[src/rtl/ifetch_pkg.sv]
// Shared types and constants for the instruction fetch unit.
//   XLEN     : datapath width (32)
//   NOP_INSN : addi x0,x0,0, returned on fetch errors and after reset
//   state_e  : fetch FSM states
//   is_misaligned : true when a pc is not word-aligned
package ifetch_pkg;

  localparam int unsigned XLEN = 32;
  localparam logic [XLEN-1:0] NOP_INSN = 32'h0000_0013;

  typedef enum logic [2:0] {
    ST_IDLE  = 3'd0,
    ST_REQ   = 3'd1,
    ST_WAIT  = 3'd2,
    ST_HOLD  = 3'd3,
    ST_DRAIN = 3'd4
  } state_e;

  function automatic logic is_misaligned(input logic [XLEN-1:0] pc);
    return (pc[1:0] != 2'b00);
  endfunction

endpackage

[src/rtl/ifetch_if.sv]
// Instruction-memory bus: single-outstanding req/gnt with a separate
// rvalid/rdata response phase.
//   req/addr    : request and word-aligned address (master -> slave)
//   gnt         : request accepted this cycle      (slave -> master)
//   rvalid/rdata: read response                    (slave -> master)
interface ifetch_if;
  import ifetch_pkg::*;

  logic            req;
  logic [XLEN-1:0] addr;
  logic            gnt;
  logic            rvalid;
  logic [XLEN-1:0] rdata;

  modport master (output req, addr, input gnt, rvalid, rdata);
  modport slave  (input req, addr, output gnt, rvalid, rdata);
endinterface

[src/rtl/ifetch_timer.sv]
// 8-bit saturating cycle counter with clear, enable and terminal count.
//   clk_i/rst_i : clock, synchronous active-high reset
//   clr_i       : force count to zero (wins over en_i)
//   en_i        : count up one per cycle, saturating at 255
//   tc_o        : count equals TIMEOUT-1
module ifetch_timer #(
  parameter int unsigned TIMEOUT = 16
) (
  input  logic clk_i,
  input  logic rst_i,
  input  logic clr_i,
  input  logic en_i,
  output logic tc_o
);

  localparam logic [7:0] TC_VAL = 8'(TIMEOUT - 1);

  logic [7:0] cnt_q;
  logic [7:0] cnt_d;

  // next count: clear, saturating increment, or hold
  always_comb begin
    cnt_d = cnt_q;
    if (clr_i) begin
      cnt_d = 8'd0;
    end else if (en_i && (cnt_q != 8'hFF)) begin
      cnt_d = cnt_q + 8'd1;
    end else begin
      cnt_d = cnt_q;
    end
  end

  // count register
  always_ff @(posedge clk_i) begin
    if (rst_i) begin
      cnt_q <= 8'd0;
    end else begin
      cnt_q <= cnt_d;
    end
  end

  assign tc_o = (cnt_q == TC_VAL);

endmodule

[src/rtl/ifetch.sv]
// Instruction fetch unit: takes fetch_pc from the core, performs one
// read on the imem bus and hands the instruction back via valid/ready.
//   clk_i, rst_i          : clock, synchronous active-high reset
//   fetch_req_i/fetch_pc_i: fetch request and address
//   flush_i               : redirect, abandons the current fetch
//   inst_ready_i          : core consumes the held instruction
//   inst_valid_o, inst_o, inst_pc_o, inst_err_o : fetch result
//   imem                  : instruction memory bus (master side)
module ifetch
  import ifetch_pkg::*;
#(
  parameter int unsigned     TIMEOUT = 16,
  parameter logic [XLEN-1:0] NOP     = NOP_INSN
) (
  input  logic            clk_i,
  input  logic            rst_i,
  input  logic            fetch_req_i,
  input  logic [XLEN-1:0] fetch_pc_i,
  input  logic            flush_i,
  input  logic            inst_ready_i,
  output logic            inst_valid_o,
  output logic [XLEN-1:0] inst_o,
  output logic [XLEN-1:0] inst_pc_o,
  output logic            inst_err_o,
  ifetch_if.master        imem
);

  state_e          state_q;
  logic            inst_valid_q;
  logic [XLEN-1:0] inst_q;
  logic [XLEN-1:0] inst_pc_q;
  logic            inst_err_q;
  logic            imem_req_q;
  logic [XLEN-1:0] imem_addr_q;
  // a timed-out response is still outstanding; HOLD must exit via DRAIN
  logic            drain_pend_q;

  logic accept_s;
  logic timer_clr_s;
  logic timer_en_s;
  logic timer_tc_s;

  // fetch acceptance and timer control
  always_comb begin
    accept_s = fetch_req_i && !flush_i &&
               ((state_q == ST_IDLE) ||
                ((state_q == ST_HOLD) && inst_ready_i && !drain_pend_q));
    // the timer restarts at gnt (WAIT) and on every entry to DRAIN
    timer_clr_s = (state_q == ST_REQ) || (state_q == ST_HOLD) ||
                  ((state_q == ST_WAIT) && flush_i);
    timer_en_s  = (state_q == ST_WAIT) || (state_q == ST_DRAIN);
  end

  ifetch_timer #(.TIMEOUT(TIMEOUT)) u_timer (
    .clk_i (clk_i),
    .rst_i (rst_i),
    .clr_i (timer_clr_s),
    .en_i  (timer_en_s),
    .tc_o  (timer_tc_s)
  );

  // fetch FSM with registered outputs
  always_ff @(posedge clk_i) begin
    if (rst_i) begin
      state_q      <= ST_IDLE;
      inst_valid_q <= 1'b0;
      inst_q       <= NOP;
      inst_pc_q    <= '0;
      inst_err_q   <= 1'b0;
      imem_req_q   <= 1'b0;
      imem_addr_q  <= '0;
      drain_pend_q <= 1'b0;
    end else if (accept_s) begin
      inst_pc_q <= fetch_pc_i;
      if (is_misaligned(fetch_pc_i)) begin
        state_q      <= ST_HOLD;
        inst_valid_q <= 1'b1;
        inst_err_q   <= 1'b1;
        inst_q       <= NOP;
      end else begin
        state_q      <= ST_REQ;
        inst_valid_q <= 1'b0;
        inst_err_q   <= 1'b0;
        imem_req_q   <= 1'b1;
        imem_addr_q  <= fetch_pc_i;
      end
    end else begin
      case (state_q)
        ST_IDLE: begin
          state_q <= ST_IDLE;
        end
        ST_REQ: begin
          if (flush_i) begin
            imem_req_q <= 1'b0;
            // a grant in the flush cycle leaves a response in flight
            state_q    <= imem.gnt ? ST_DRAIN : ST_IDLE;
          end else if (imem.gnt) begin
            imem_req_q <= 1'b0;
            state_q    <= ST_WAIT;
          end else begin
            state_q    <= ST_REQ;
          end
        end
        ST_WAIT: begin
          if (flush_i) begin
            state_q <= imem.rvalid ? ST_IDLE : ST_DRAIN;
          end else if (imem.rvalid) begin
            state_q      <= ST_HOLD;
            inst_valid_q <= 1'b1;
            inst_q       <= imem.rdata;
            inst_err_q   <= 1'b0;
          end else if (timer_tc_s) begin
            state_q      <= ST_HOLD;
            inst_valid_q <= 1'b1;
            inst_q       <= NOP;
            inst_err_q   <= 1'b1;
            drain_pend_q <= 1'b1;
          end else begin
            state_q <= ST_WAIT;
          end
        end
        ST_HOLD: begin
          if (flush_i || inst_ready_i) begin
            inst_valid_q <= 1'b0;
            drain_pend_q <= 1'b0;
            state_q      <= drain_pend_q ? ST_DRAIN : ST_IDLE;
          end else begin
            state_q <= ST_HOLD;
          end
        end
        ST_DRAIN: begin
          if (imem.rvalid || timer_tc_s) begin
            state_q <= ST_IDLE;
          end else begin
            state_q <= ST_DRAIN;
          end
        end
        default: begin
          state_q      <= ST_IDLE;
          inst_valid_q <= 1'b0;
          imem_req_q   <= 1'b0;
          drain_pend_q <= 1'b0;
        end
      endcase
    end
  end

  assign inst_valid_o = inst_valid_q;
  assign inst_o       = inst_q;
  assign inst_pc_o    = inst_pc_q;
  assign inst_err_o   = inst_err_q;
  assign imem.req     = imem_req_q;
  assign imem.addr    = imem_addr_q;

endmodule

[src/flat_wrapper.sv]
// flat-port wrapper written by rule: the top's interface ports become plain ports
module ifetch_flat import ifetch_pkg::*;
#(
  parameter int unsigned     TIMEOUT = 16,
  parameter logic [XLEN-1:0] NOP     = NOP_INSN
)
  (clk_i, rst_i, fetch_req_i, fetch_pc_i, flush_i, inst_ready_i, inst_valid_o, inst_o, inst_pc_o, inst_err_o, imem_req, imem_addr, imem_gnt, imem_rvalid, imem_rdata);
  ifetch_if imem_i ();
  input  logic clk_i;
  input  logic rst_i;
  input  logic fetch_req_i;
  input  logic [XLEN-1:0] fetch_pc_i;
  input  logic flush_i;
  input  logic inst_ready_i;
  output logic inst_valid_o;
  output logic [XLEN-1:0] inst_o;
  output logic [XLEN-1:0] inst_pc_o;
  output logic inst_err_o;
  output wire logic [$bits(imem_i.req)-1:0] imem_req;
  output wire logic [$bits(imem_i.addr)-1:0] imem_addr;
  input wire logic [$bits(imem_i.gnt)-1:0] imem_gnt;
  input wire logic [$bits(imem_i.rvalid)-1:0] imem_rvalid;
  input wire logic [$bits(imem_i.rdata)-1:0] imem_rdata;
  assign imem_req = imem_i.req;
  assign imem_addr = imem_i.addr;
  assign imem_i.gnt = imem_gnt;
  assign imem_i.rvalid = imem_rvalid;
  assign imem_i.rdata = imem_rdata;
  ifetch #(.TIMEOUT(TIMEOUT), .NOP(NOP)) u_core (.clk_i(clk_i), .rst_i(rst_i), .fetch_req_i(fetch_req_i), .fetch_pc_i(fetch_pc_i), .flush_i(flush_i), .inst_ready_i(inst_ready_i), .inst_valid_o(inst_valid_o), .inst_o(inst_o), .inst_pc_o(inst_pc_o), .inst_err_o(inst_err_o), .imem(imem_i));
endmodule
[config.mk]
export PLATFORM = sky130hd
export DESIGN_NAME = ifetch_flat
export DESIGN_NICKNAME = d
export VERILOG_FILES = /design/src/rtl/ifetch_pkg.sv /design/src/rtl/ifetch_if.sv /design/src/rtl/ifetch_timer.sv /design/src/rtl/ifetch.sv /design/src/flat_wrapper.sv
export SDC_FILE = /design/constraint.sdc
export NUM_CORES = 1
export LEC_CHECK = 0
export CAP_MARGIN = 15
export CORE_AREA = 8 8 111 113
export DETAILED_ROUTE_END_ITERATION = 8
export DIE_AREA = 0 0 119 121
export PLACE_DENSITY_LB_ADDON = 0.3
export SLEW_MARGIN = 5
export SYNTH_ARGS = -nofsm -noshare
export SYNTH_HDL_FRONTEND = slang
export SYNTH_SLANG_ARGS = --single-unit
[constraint.sdc]
create_clock -name clk_i -period 2.5 [get_ports clk_i]
set_input_delay 0.375 -clock clk_i [delete_from_list [all_inputs] [get_ports clk_i]]
set_output_delay 0.375 -clock clk_i [all_outputs]
set_load 0.02 [all_outputs]
## Word-level counts from Yosys, hierarchy flattened

Cells that the tools add are included.

- Bits in registers: 111
- Input bits: 71
- Logic and storage cells: 97

- Add/sub/neg operators: 1
- Eq/ne operators: 19
- Mux-type cells: 38
- Bitwise logic cells: 3
- Reductions and logical operators: 27

Operators by type and width:

| cell | count |
|---|---|
| 32-bit two-way mux | 6 |
| 3-bit two-way mux | 9 |
| 1-bit two-way mux | 17 |
| 3-bit case mux with 4 select lines | 1 |
| 2-bit inequality test (second input constant) | 5 |
| 8-bit by 1-bit adder with 8-bit output (second input constant) | 1 |
| 8-bit by 4-bit == test with 1-bit output (second input constant) | 1 |
| 2-bit by 1-bit inequality test with 1-bit output (second input constant) | 4 |
| 8-bit inequality test (second input constant) | 1 |
| 4-bit AND reduction | 2 |
| 3-bit by 2-bit == test with 1-bit output (second input constant) | 2 |
| 1-bit logical AND | 6 |
| 1-bit logical OR | 6 |
| 3-bit by 2-bit inequality test with 1-bit output (second input constant) | 2 |
| 1-bit case mux with 3 select lines | 2 |
| 3-bit AND reduction | 2 |
| 6-bit AND reduction | 1 |
| 2-bit two-way mux | 2 |
| 4-bit by 2-bit inequality test with 1-bit output (second input constant) | 1 |
| 4-bit by 3-bit inequality test with 1-bit output (second input constant) | 1 |
| 2-bit nonzero test | 2 |
| 4-bit OR reduction | 1 |
| 3-bit by 1-bit == test with 1-bit output (second input constant) | 1 |
| 3-bit == test (second input constant) | 1 |
| other kinds (8) | 11 |

## Longest topological paths before layout

Gate-level depths: netlist of run 1.

- Word-level depth: 7
- Gate-level depth with buffers: 8
- Depth with buffers taken out: 5

## Cells and area by module

From an unflattened synthesis of run 1, not the netlist that was laid out.

- Cell total of the unflattened synthesis: 514
- Area, all modules: 4424.2 µm²

Modules (own cells, without submodules):

| module | times used | cells each | area each (µm²) |
|---|---|---|---|
| ifetch | 1 | 465 | 3988.8 |
| ifetch_timer | 1 | 49 | 435.4 |

## Worst setup path before layout of run 1

OpenSTA, ideal clock, no wires.

- Kind: input-to-reg
- From: input port flush_i
- To: register u_core.inst_q[15], in the netlist u_core.inst_o[15]
- Arrival: 1661 ps
- Slack: 723 ps
- Cell stages on the path: 6
- Buffers on the path: 3
- Cells stage by stage: clkbuf_1 -> or3_1 -> buf_1 -> o221ai_4 -> buf_12 -> a2bb2oi_2

- Cells in the longest elaborated chain, start to end: 5
- Elaborated cells on any way between the ends: 9
- Classes of those cells: eq/ne: 2; mux: 1; reduce/logical: 6

Ends and longest elaborated chain:

| item | line | RTL |
|---|---|---|
| start: declaration | flat_wrapper.sv:13 | `input logic flush_i;` |
| 1-bit logical NOT | ifetch.sv:45 | `accept_s = fetch_req_i && !flush_i &&` |
| 1-bit logical AND (2 in a row) | ifetch.sv:45 |  |
| 2-bit inequality test (no line), or another cell as far along | -- |  |
| 4-bit AND reduction (no line) | -- |  |
| end signal: assignment | ifetch.sv:110 | `inst_q <= imem.rdata;` |
| end: declaration | ifetch.sv:30 | `logic [XLEN-1:0] inst_q;` |

Several ways; a longest one is shown, not always the timed one.
A chain may end at the register's enable or synchronous reset.

## Worst setup path after layout of run 1

- From: register u_core.state_q[1]
- To: register u_core.inst_q[1], in the netlist u_core.inst_o[1]

- Cells in the longest elaborated chain, start to end: 7
- Elaborated cells on any way between the ends: 13
- Classes of those cells: eq/ne: 4; mux: 1; reduce/logical: 8

Ends and longest elaborated chain:

| item | line | RTL |
|---|---|---|
| start: declaration | ifetch.sv:28 | `state_e state_q;` |
| start signal: assignment | ifetch.sv:96 | `state_q <= imem.gnt ? ST_DRAIN : ST_IDLE;` |
| start signal: assignment | ifetch.sv:106 | `state_q <= imem.rvalid ? ST_IDLE : ST_DRAIN;` |
| start signal: assignment | ifetch.sv:126 | `state_q <= drain_pend_q ? ST_DRAIN : ST_IDLE;` |
| 3-bit by 2-bit == test with 1-bit output | ifetch.sv:47 | `((state_q == ST_HOLD) && inst_ready_i && !drain_pend_q));` |
| 1-bit logical AND (2 in a row) | ifetch.sv:47 |  |
| 1-bit logical OR | ifetch.sv:46 | `((state_q == ST_IDLE) \|\|` |
| 1-bit logical AND | ifetch.sv:45 |  |
| 2-bit inequality test (no line), or another cell as far along | -- |  |
| 4-bit AND reduction (no line) | -- |  |

Several ways; a longest one is shown, not always the timed one.

==> impl_metrics.yaml, run 1 <==
status:
  outcome: "finished, final reports clean"
sta:
  rsz0062_at_grt: "no"
  finalHoldViolations: 0
  fin_crit_sh_pct: 79.39
  finalSetupViolCount: 0
  max_slew_margin_pct: 59.33
  tns_ns: 0
  period_needed_ns: 1.985
  fin_skew_ns: 0.01457
  worstMarginPinSlew_ns: 0.6064
  final_max_slew_viol_count: 0
  fmax_mhz: 503.8
placed_design:
  gp_congestion: 0.8138
  io_buffers: 169
  place_area_mm2: 0.006362
  dp_hpwl_um: 9928
clock_network:
  cts_buffers: 9
  cts.sinks: 111
  ctsRootBufferMaster: "clkbuf_8"
  clkTransAtPathRegs_ns: 0.10
  cts_resized: 0
  clk_path_buf_depth: 2
  cts_setup_buffers: 0
  cts_max_level: 3
  clk_latency_ns: 0.36
  cts_tree: "done"
  cts_hold_buf: 0
setup_path:
  r2r_slack_ns: 0.52
  crit_fanout: 32
  crit_type: "register to register"
  regToRegEndpoint: "u_core.inst_o[1]$_SDFFE_PP1P_"
  rr_startpoint: "u_core.state_q[1]$_SDFF_PP0_"
  crit_arrival_ns: 2.27
  cp_slowest_stage_delay_ns: 0.60
  required_ns: 2.78
  path_cells: "nand2b_1 > or3_1 > o22ai_4 > buf_12 > mux2i_1"
  worstSetupEndpointType: "register"
  startpoint_type: "register"
  crit_path_top_delay_cell: "dfxtp_1"
  rr_worst_depth: 5
floorplan:
  die-area_mm2: 0.01440
  die_x_um: 119
  die_h_um: 121
  rows: 38
  core_mm2: 0.01060
  io_pins: 170
  start_util_pct: 43.05
logic_synthesis:
  synth_top_family_by_area: "compound AO/OA/AOI/OAI gates"
  synth-simple-area-share_pct: 20.39
  syn_inst: 508
  seq_area_frac_synth_pct: 48.68
  synth_most_common_cell: "dfxtp_1"
  synth_fa_ha_area_share_pct: 0.2741
  synth_edf_count: 0
  ys_types: 48
  yosys.area.top_type: "dfxtp_1"
  synth_fp_nets: 580
  synth.area.mux_share_pct: 1.974
  netlist.area_leader.share_pct: 48.68
  syn_avg_cell_area_um2: 8.985
  synth_xor_area_share_pct: 0.3838
  ys_ff_latch: 111
  synthesis.area_mm2: 0.004564
  async_flop_share_pct: 0
  yosysWarnings: 0
  synth_ff_type: "dfxtp_1"
  synth_compound_area_share_pct: 22.53
  ys_top_cells_by_area: "dfxtp_1, nand2_1, a2bb2oi_2, a21oi_1, nand3_1"
  yosys-top-cells-count: "dfxtp_1, nand2_1, a21oi_1, nand3_1, clkbuf_1"
drt:
  routed_via_density: 5.261
  route.met2.wl_um: 6502
  dr.pass1.iters: 4
  wl_per_cell_um: 16.82
  via_count: 4230
  top_layer_used: "met4"
  ant_nets: 0
  wl_met1_um: 5638
  wl_um: 13530
  drcViolationCount: 0
  drt_iter0_drc: 314
  wl_met3_um: 1047
finish:
  seq_area_mm2: 0.002222
  layout-drive-gt1-share_pct: 9.955
  synthToLayoutAreaGrowth_pct: 43.17
  fillers: 912
  final_nets: 731
  fin_area_mm2: 0.006535
  multi_input_area_mm2: 0.002097
global_route:
  grt-ovfl-total: 0
  grt_pass1_vias: 4439
  grt_pass1_wl_um: 21940
  grt_max_degree: 51
  antenna_found_initial: 1
  track_usage_pct: 18.48
power:
  net-switching-power_mw: 1.039
  p_clk_share_pct: 26.6
  vdd_ir_drop_max_mv: 0.3478
  p_int_mw: 2.616
  comb_power_share_pct: 21.0
  p_per_area_mw_per_mm2: 559.2
  leakage_nw: 2.205
  seqPwrFrac_pct: 52.4
  netSwitchingFraction_pct: 28.42
job:
  maxCapViolations: 0
worst_hold_path:
  whs_path_depth: 2
  worstHoldPathType: "register to register"
  min_to: "u_core.imem.addr[5]$_SDFFE_PP0P_"
  min-delay-start: "u_core.imem.addr[5]$_SDFFE_PP0P_"
## metrics by stage
step	total power [mW]	instances	hold slack, ns	worst slack [ns]	utilization [%]
floorplan	2.367	508	0.4695	0.7235	-
detailed placement	2.729	788	0.4495	0.3264	60.01
global route	3.842	804	0.4705	0.3661	61.64
global placement	2.711	788	0.4420	0.4073	60.01
finish	3.654	804	0.4601	0.5151	61.64
CTS	3.699	803	0.4588	0.5335	61.61
## critical path: cells and delay by family (launching register included)
family	cells	cell delay, ns
AOI/OAI and AO/OA	1	0.22
muxes	1	0.22
buffers and inverters	1	0.26
and+or+nand+nor	2	0.59
DFF	1	0.60
## layout make-up
class,instances,area share [%]
Clock buffer,10,1.953
Sequential cell,111,34.00
Timing Repair Buffer,184,28.30
Inverter,5,0.2872
Multi-Input combinational cell,348,32.09
Tap cell,140,2.680
Clock inverter,5,0.6510
Antenna cell,1,0.03829
## metal layers
metal  up-vias  GRT usage [%]
met5         -              0
met4         0          7.115
met3        24          6.003
met2       146          31.82
met1      1976          20.88
li1       2084              -
## cells in the final DEF, fill, tap and decap left out, types with 2 or more instances in the layout
master	n
nor2_1	11
dfxtp_1	111
a21boi_0	2
o211ai_1	3
buf_12	4
buf_4	11
a211oi_1	5
nand3_1	62
a21oi_1	70
inv_1	5
o21a_1	2
inv_6	2
a2bb2oi_2	25
and3_1	4
nor3b_1	2
a31oi_1	3
or3_1	3
clkdlybuf4s50_1	168
xnor2_1	2
clkinv_4	2
nand2b_1	3
nor3_1	4
a311oi_1	3
mux2i_1	9
o21ai_0	7
clkbuf_8	9
nand2_1	103
## logic make-up after synthesis
logic type / Yosys count
flip-flops: 111
AO/OA/AOI/OAI: 132
multiplexers: 9
adder cells (fa/ha/maj): 1
XOR/XNOR: 2
AND/OR/NAND/NOR: 204
buffers and inverters: 49
## worst max path at each step
stage	from	endpoint	slack [ns]	cells after the start
6_report	u_core.state_q[1]$_SDFF_PP0_	u_core.inst_o[1]$_SDFFE_PP1P_	0.52	5
2_1_floorplan	flush_i	u_core.inst_o[15]$_SDFFE_PP0P_	0.72	6
3_3_place_gp	inst_ready_i	u_core.imem.addr[5]$_SDFFE_PP0P_	0.41	6
5_1_grt	u_core.state_q[1]$_SDFF_PP0_	u_core.inst_o[0]$_SDFFE_PP1P_	0.37	5
4_1_cts	u_core.state_q[1]$_SDFF_PP0_	u_core.inst_o[1]$_SDFFE_PP1P_	0.53	5
3_5_place_dp	inst_ready_i	u_core.inst_valid_o$_SDFFE_PP0P_	0.33	6
## registers in the layout, indices dropped and copies added, names as in the netlist
register / count
u_core.drain_pend_q: 1
u_core.imem.addr: 32
u_core.imem.req: 1
u_core.inst_err_o: 1
u_core.inst_o: 32
u_core.inst_pc_o: 32
u_core.inst_valid_o: 1
u_core.state_q: 3
u_core.u_timer.cnt_q: 8
## power groups by stage
stage | Sequential (mW) | Clock [mW] | Combinational (mW)
after floorplan | 2.05 | 0 | 0.318
after global placement | 1.95 | 0 | 0.758
after detailed placement | 1.96 | 0 | 0.771
after CTS | 1.92 | 1.01 | 0.774
after global routing | 1.93 | 1.09 | 0.818
final | 1.92 | 0.971 | 0.767
Note: power is estimated with default switching activity, not from simulation.
==> run 2, diff against run 1 <==
Clock period 2.5 ns to 2 ns, I/O delays scaled along.
==> impl_metrics.yaml, run 2 (synthesized netlist as in run 1, its figures left out) <==
finish:
  synthToLayoutAreaGrowth_pct: 46.00
  final_common_cell: "clkdlybuf4s50_1"
  layout-drive-gt1-share_pct: 10.85
  final_cell_mix: "clkdlybuf4s50_1, dfxtp_1, nand2_1, a21oi_1, nand3_1"
  fin_cells: 814
  final_nets: 740
  fin_area_mm2: 0.006664
global_route:
  track_usage_pct: 17.98
  grt_pass1_vias: 4152
  grt-ovfl-total: 0
  antenna_found_initial: 1
  grt_pass1_wl_um: 21270
  grt_max_degree: 53
sta:
  final_max_slew_viol_count: 0
  fin_ws_ns: 0.1847
  finalSetupViolCount: 0
  rsz0062_at_grt: "no"
  fin_crit_sh_pct: 90.76
  fmax_mhz: 550.9
  worstMarginPinSlew_ns: 0.5056
  max_slew_margin_pct: 66.30
  period_needed_ns: 1.815
  finalHoldViolations: 0
  fin_skew_ns: 0.01191
placed_design:
  place_area_mm2: 0.006455
  gp_congestion: 0.8542
  dp_hpwl_um: 9896
  dp_cells: 797
  pre_cts_ws_ns: -0.08563
  io_buffers: 169
drt:
  top_layer_used: "met4"
  wl_um: 13370
  drt_iter0_drc: 228
  dr.pass1.iters: 4
  routed_via_density: 5.199
  drcViolationCount: 0
  wl_met3_um: 1035
  ant_nets: 0
  via_count: 4232
  wl_met1_um: 5715
  route.met2.wl_um: 6355
  wl_per_cell_um: 16.43
clock_network:
  cts_hold_buf: 0
  cts_tree: "done"
  clk_latency_ns: 0.36
  clkTransAtPathRegs_ns: 0.09
  cts.sinks: 111
  ctsRootBufferMaster: "clkbuf_8"
  cts_max_level: 3
  cts_buffers: 9
  cts_setup_buffers: 0
  clk_path_buf_depth: 2
  cts_resized: 0
status:
  outcome: "finished, final reports clean"
setup_path:
  crit_type: "register to register"
  rr_worst_depth: 4
  startpoint_type: "register"
  crit_fanout: 10
  required_ns: 2.29
  worstSetupEndpointType: "register"
  crit_arrival_ns: 2.10
power:
  p_per_area_mw_per_mm2: 719.3
  vdd_ir_drop_max_mv: 0.3230
  total_power_mw: 4.793
  leakage_nw: 2.273
worst_hold_path:
  whs_path_depth: 3
  worstHoldPathType: "primary input to register"
floorplan:
  rows: 38
  die-area_mm2: 0.01440
  die_x_um: 119
  start_util_pct: 43.05
  die_h_um: 121
  io_pins: 170
  core_mm2: 0.01060
job:
  maxCapViolations: 0
run 2: cell count changes in the layout (fill, tap and decap cells not counted), sizes merged:
cell    delta
buf        +9
bufinv     +2
clkbuf     +3
clkinv     -2
inv        -2
run 2: final timing paths:
kind	startpoint	end	slack, ns
hold / removal	rst_i	u_core.inst_pc_o[8]$_SDFFE_PP0P_	0.41
setup / recovery	u_core.state_q[2]$_SDFF_PP0_	u_core.u_timer.cnt_q[5]$_SDFFE_PP0P_	0.18
setup reg to reg	u_core.state_q[2]$_SDFF_PP0_	u_core.u_timer.cnt_q[5]$_SDFFE_PP0P_	0.18
hold reg to reg	u_core.imem.addr[5]$_SDFFE_PP0P_	u_core.imem.addr[5]$_SDFFE_PP0P_	0.46
run 2: layer usage:
| layer | up-vias | track usage (%) |
|---|---|---|
| met5 | - | 0 |
| met4 | 0 | 7.589 |
| met3 | 20 | 5.770 |
| met2 | 133 | 30.45 |
| met1 | 1974 | 20.54 |
| li1 | 2105 | - |
run 2: final cells by class:
| class | instances | area [um^2] |
|---|---|---|
| Timing Repair Buffer | 193 | 1942 |
| Sequential cell | 111 | 2222 |
| Inverter | 5 | 18.77 |
| Antenna cell | 1 | 2.502 |
| Tap cell | 140 | 175.2 |
| Clock inverter | 3 | 67.56 |
| Clock buffer | 13 | 138.9 |
| Fill cell | 867 | 3939 |
| Multi-Input combinational cell | 348 | 2097 |
run 2: through the flow:
stage | util [%] | hold WS, ns | TNS (ns)
floorplan | - | 0.4360 | 0
global placement | 60.88 | 0.4410 | -0.08227
detailed placement | 60.88 | 0.4467 | -1.281
CTS | 62.83 | 0.3940 | 0
global route | 62.85 | 0.4384 | 0
finish | 62.85 | 0.4131 | 0
run 2: worst max-delay path: stages (launching register included):
cell and delay (ns):
dfxtp_1 0.54, xnor2_1 0.18, or3_1 0.45, or4_1 0.42, a21oi_1 0.15
run 2: power by group:
part           internal [mW]  switching, mW  total [mW]  leakage, nW
Clock                  0.710          0.710        1.42       0.0979
Sequential              2.32         0.0694        2.39        0.903
Combinational          0.507          0.478       0.985         1.27
Total                   3.54           1.26        4.79         2.27
==> run 3, diff against run 2 <==
Settings changed: CORE_AREA 8 8 111 113 to 2 2 121 94, DIE_AREA 0 0 119 121 to 0 0 123 96.
==> impl_metrics.yaml, run 3 (synthesized netlist as in run 1, its figures left out) <==
setup_path:
  worstSetupEndpointType: "register"
  required_ns: 2.26
  crit_type: "register to register"
  startpoint_type: "register"
  r2r_slack_ns: 0.13
  regToRegEndpoint: "u_core.inst_o[1]$_SDFFE_PP1P_"
  crit_fanout: 16
  crit_arrival_ns: 2.14
  rr_startpoint: "u_core.state_q[1]$_SDFF_PP0_"
  rr_worst_depth: 5
placed_design:
  dp_hpwl_um: 9170
  gp_congestion: 0.8127
  dp_cells: 799
  io_buffers: 169
drt:
  ant_nets: 0
  dr.pass1.iters: 5
  wl_um: 13100
  routed_via_density: 5.286
  drt_iter0_drc: 243
  wl_per_cell_um: 16.05
  via_count: 4313
  drcViolationCount: 0
global_route:
  grt_pass1_vias: 4059
  grt_pass1_wl_um: 19930
  grt_max_degree: 39
  antenna_found_initial: 0
  grt-ovfl-total: 0
  track_usage_pct: 21.29
status:
  outcome: "finished, final reports clean"
finish:
  final_cell_mix: "clkdlybuf4s50_1, dfxtp_1, nand2_1, a21oi_1, nand3_1"
  postLayoutCoreUtil_pct: 63.79
  diodes: 0
  final_nets: 743
  synthToLayoutAreaGrowth_pct: 48.88
  fin_cells: 816
  fillers: 851
  final_common_cell: "clkdlybuf4s50_1"
  layout-drive-gt1-share_pct: 12.28
power:
  leakage_nw: 2.335
  p_per_area_mw_per_mm2: 753.8
  total_power_mw: 5.122
  vdd_ir_drop_max_mv: 0.4169
floorplan:
  start_util_pct: 42.85
  die-area_mm2: 0.01181
  die_x_um: 123
  io_pins: 170
  core_mm2: 0.01065
  die_h_um: 96
  rows: 33
clock_network:
  cts_max_level: 3
  ctsRootBufferMaster: "clkbuf_16"
  cts_hold_buf: 0
  clk_path_buf_depth: 2
  clk_latency_ns: 0.34
  cts_tree: "done"
  cts_buffers: 9
  clkTransAtPathRegs_ns: 0.07
  cts.sinks: 111
job:
  maxCapViolations: 0
worst_hold_path:
  worstHoldPathType: "register to register"
  whs_path_depth: 2
  min-delay-start: "u_core.inst_pc_o[17]$_SDFFE_PP0P_"
  min_to: "u_core.inst_pc_o[17]$_SDFFE_PP0P_"
sta:
  finalHoldViolations: 0
  fin_crit_sh_pct: 93.69
  finalSetupViolCount: 0
  worstMarginPinSlew_ns: 0.4896
  max_slew_margin_pct: 67.14
  final_max_slew_viol_count: 0
  rsz0062_at_grt: "no"
  fin_skew_ns: 0.005453
  period_needed_ns: 1.874
  tns_ns: 0
  fmax_mhz: 533.7
[run 3: area by class of cell]
class                           count  area [um^2]  area share, %
Sequential cell                   111         2223          32.72
Multi-Input combinational cell    348         2116          31.14
Timing Repair Buffer              196         1969          28.98
Clock buffer                       11        252.7          3.719
Tap cell                          140        175.2          2.578
Clock inverter                      5        40.04         0.5892
Inverter                            5        18.77         0.2762
[run 3: per-stage QoR]
step	cell area (um^2)	setup WS [ns]	hold WS, ns
3_5_place_dp	6457	-0.07240	0.4472
3_3_place_gp	6457	0.01266	0.4422
6_report	6795	0.1262	0.4539
4_1_cts	6751	0.1297	0.4554
5_1_grt	6795	0.01391	0.4750
2_1_floorplan	4564	0.2439	0.4360
[run 3: worst max-delay path: stages (launching register included)]
cell	delay, ns
dfxtp_2	0.48
nand2b_1	0.14
or3_1	0.45
o22ai_4	0.30
buf_12	0.21
mux2i_1	0.20
[run 3: what timing repair did]
item                       4_1_cts  5_1_grt
gates resized for setup          1        2
cloned                           0        1
setup buffers                    0        0
setup endpoints to repair        3        4
[run 3: how the worst max path moves through the flow]
stage	cells after the start	endpoint	slack [ns]	start
after CTS	6	u_core.inst_o[9]$_SDFFE_PP0P_	0.13	u_core.u_timer.cnt_q[0]$_SDFFE_PP0P_
after detailed placement	5	u_core.inst_o[1]$_SDFFE_PP1P_	-0.07	flush_i
after floorplan	5	u_core.inst_o[15]$_SDFFE_PP0P_	0.24	u_core.u_timer.cnt_q[3]$_SDFFE_PP0P_
final	5	u_core.inst_o[1]$_SDFFE_PP1P_	0.13	u_core.state_q[1]$_SDFF_PP0_
after global placement	5	u_core.inst_o[13]$_SDFFE_PP0P_	0.01	flush_i
after global routing	5	u_core.inst_o[1]$_SDFFE_PP1P_	0.01	u_core.state_q[1]$_SDFF_PP0_
[run 3: where the power goes]
part | leakage [nW] | total [mW] | switching, mW | internal, mW
registers | 0.904 | 2.40 | 0.0763 | 2.32
clock network | 0.146 | 1.73 | 0.808 | 0.926
logic | 1.28 | 0.992 | 0.479 | 0.513
total | 2.34 | 5.12 | 1.36 | 3.76
[run 3: routing by layer]
layer | vias to the layer above | share of wire, % | global-route usage [%]
met5 | - | 0 | 0
met4 | 0 | 0.92 | 4.545
met3 | 9 | 6.9 | 5.273
met2 | 138 | 48 | 36.69
met1 | 2049 | 44 | 27.16
li1 | 2117 | - | -
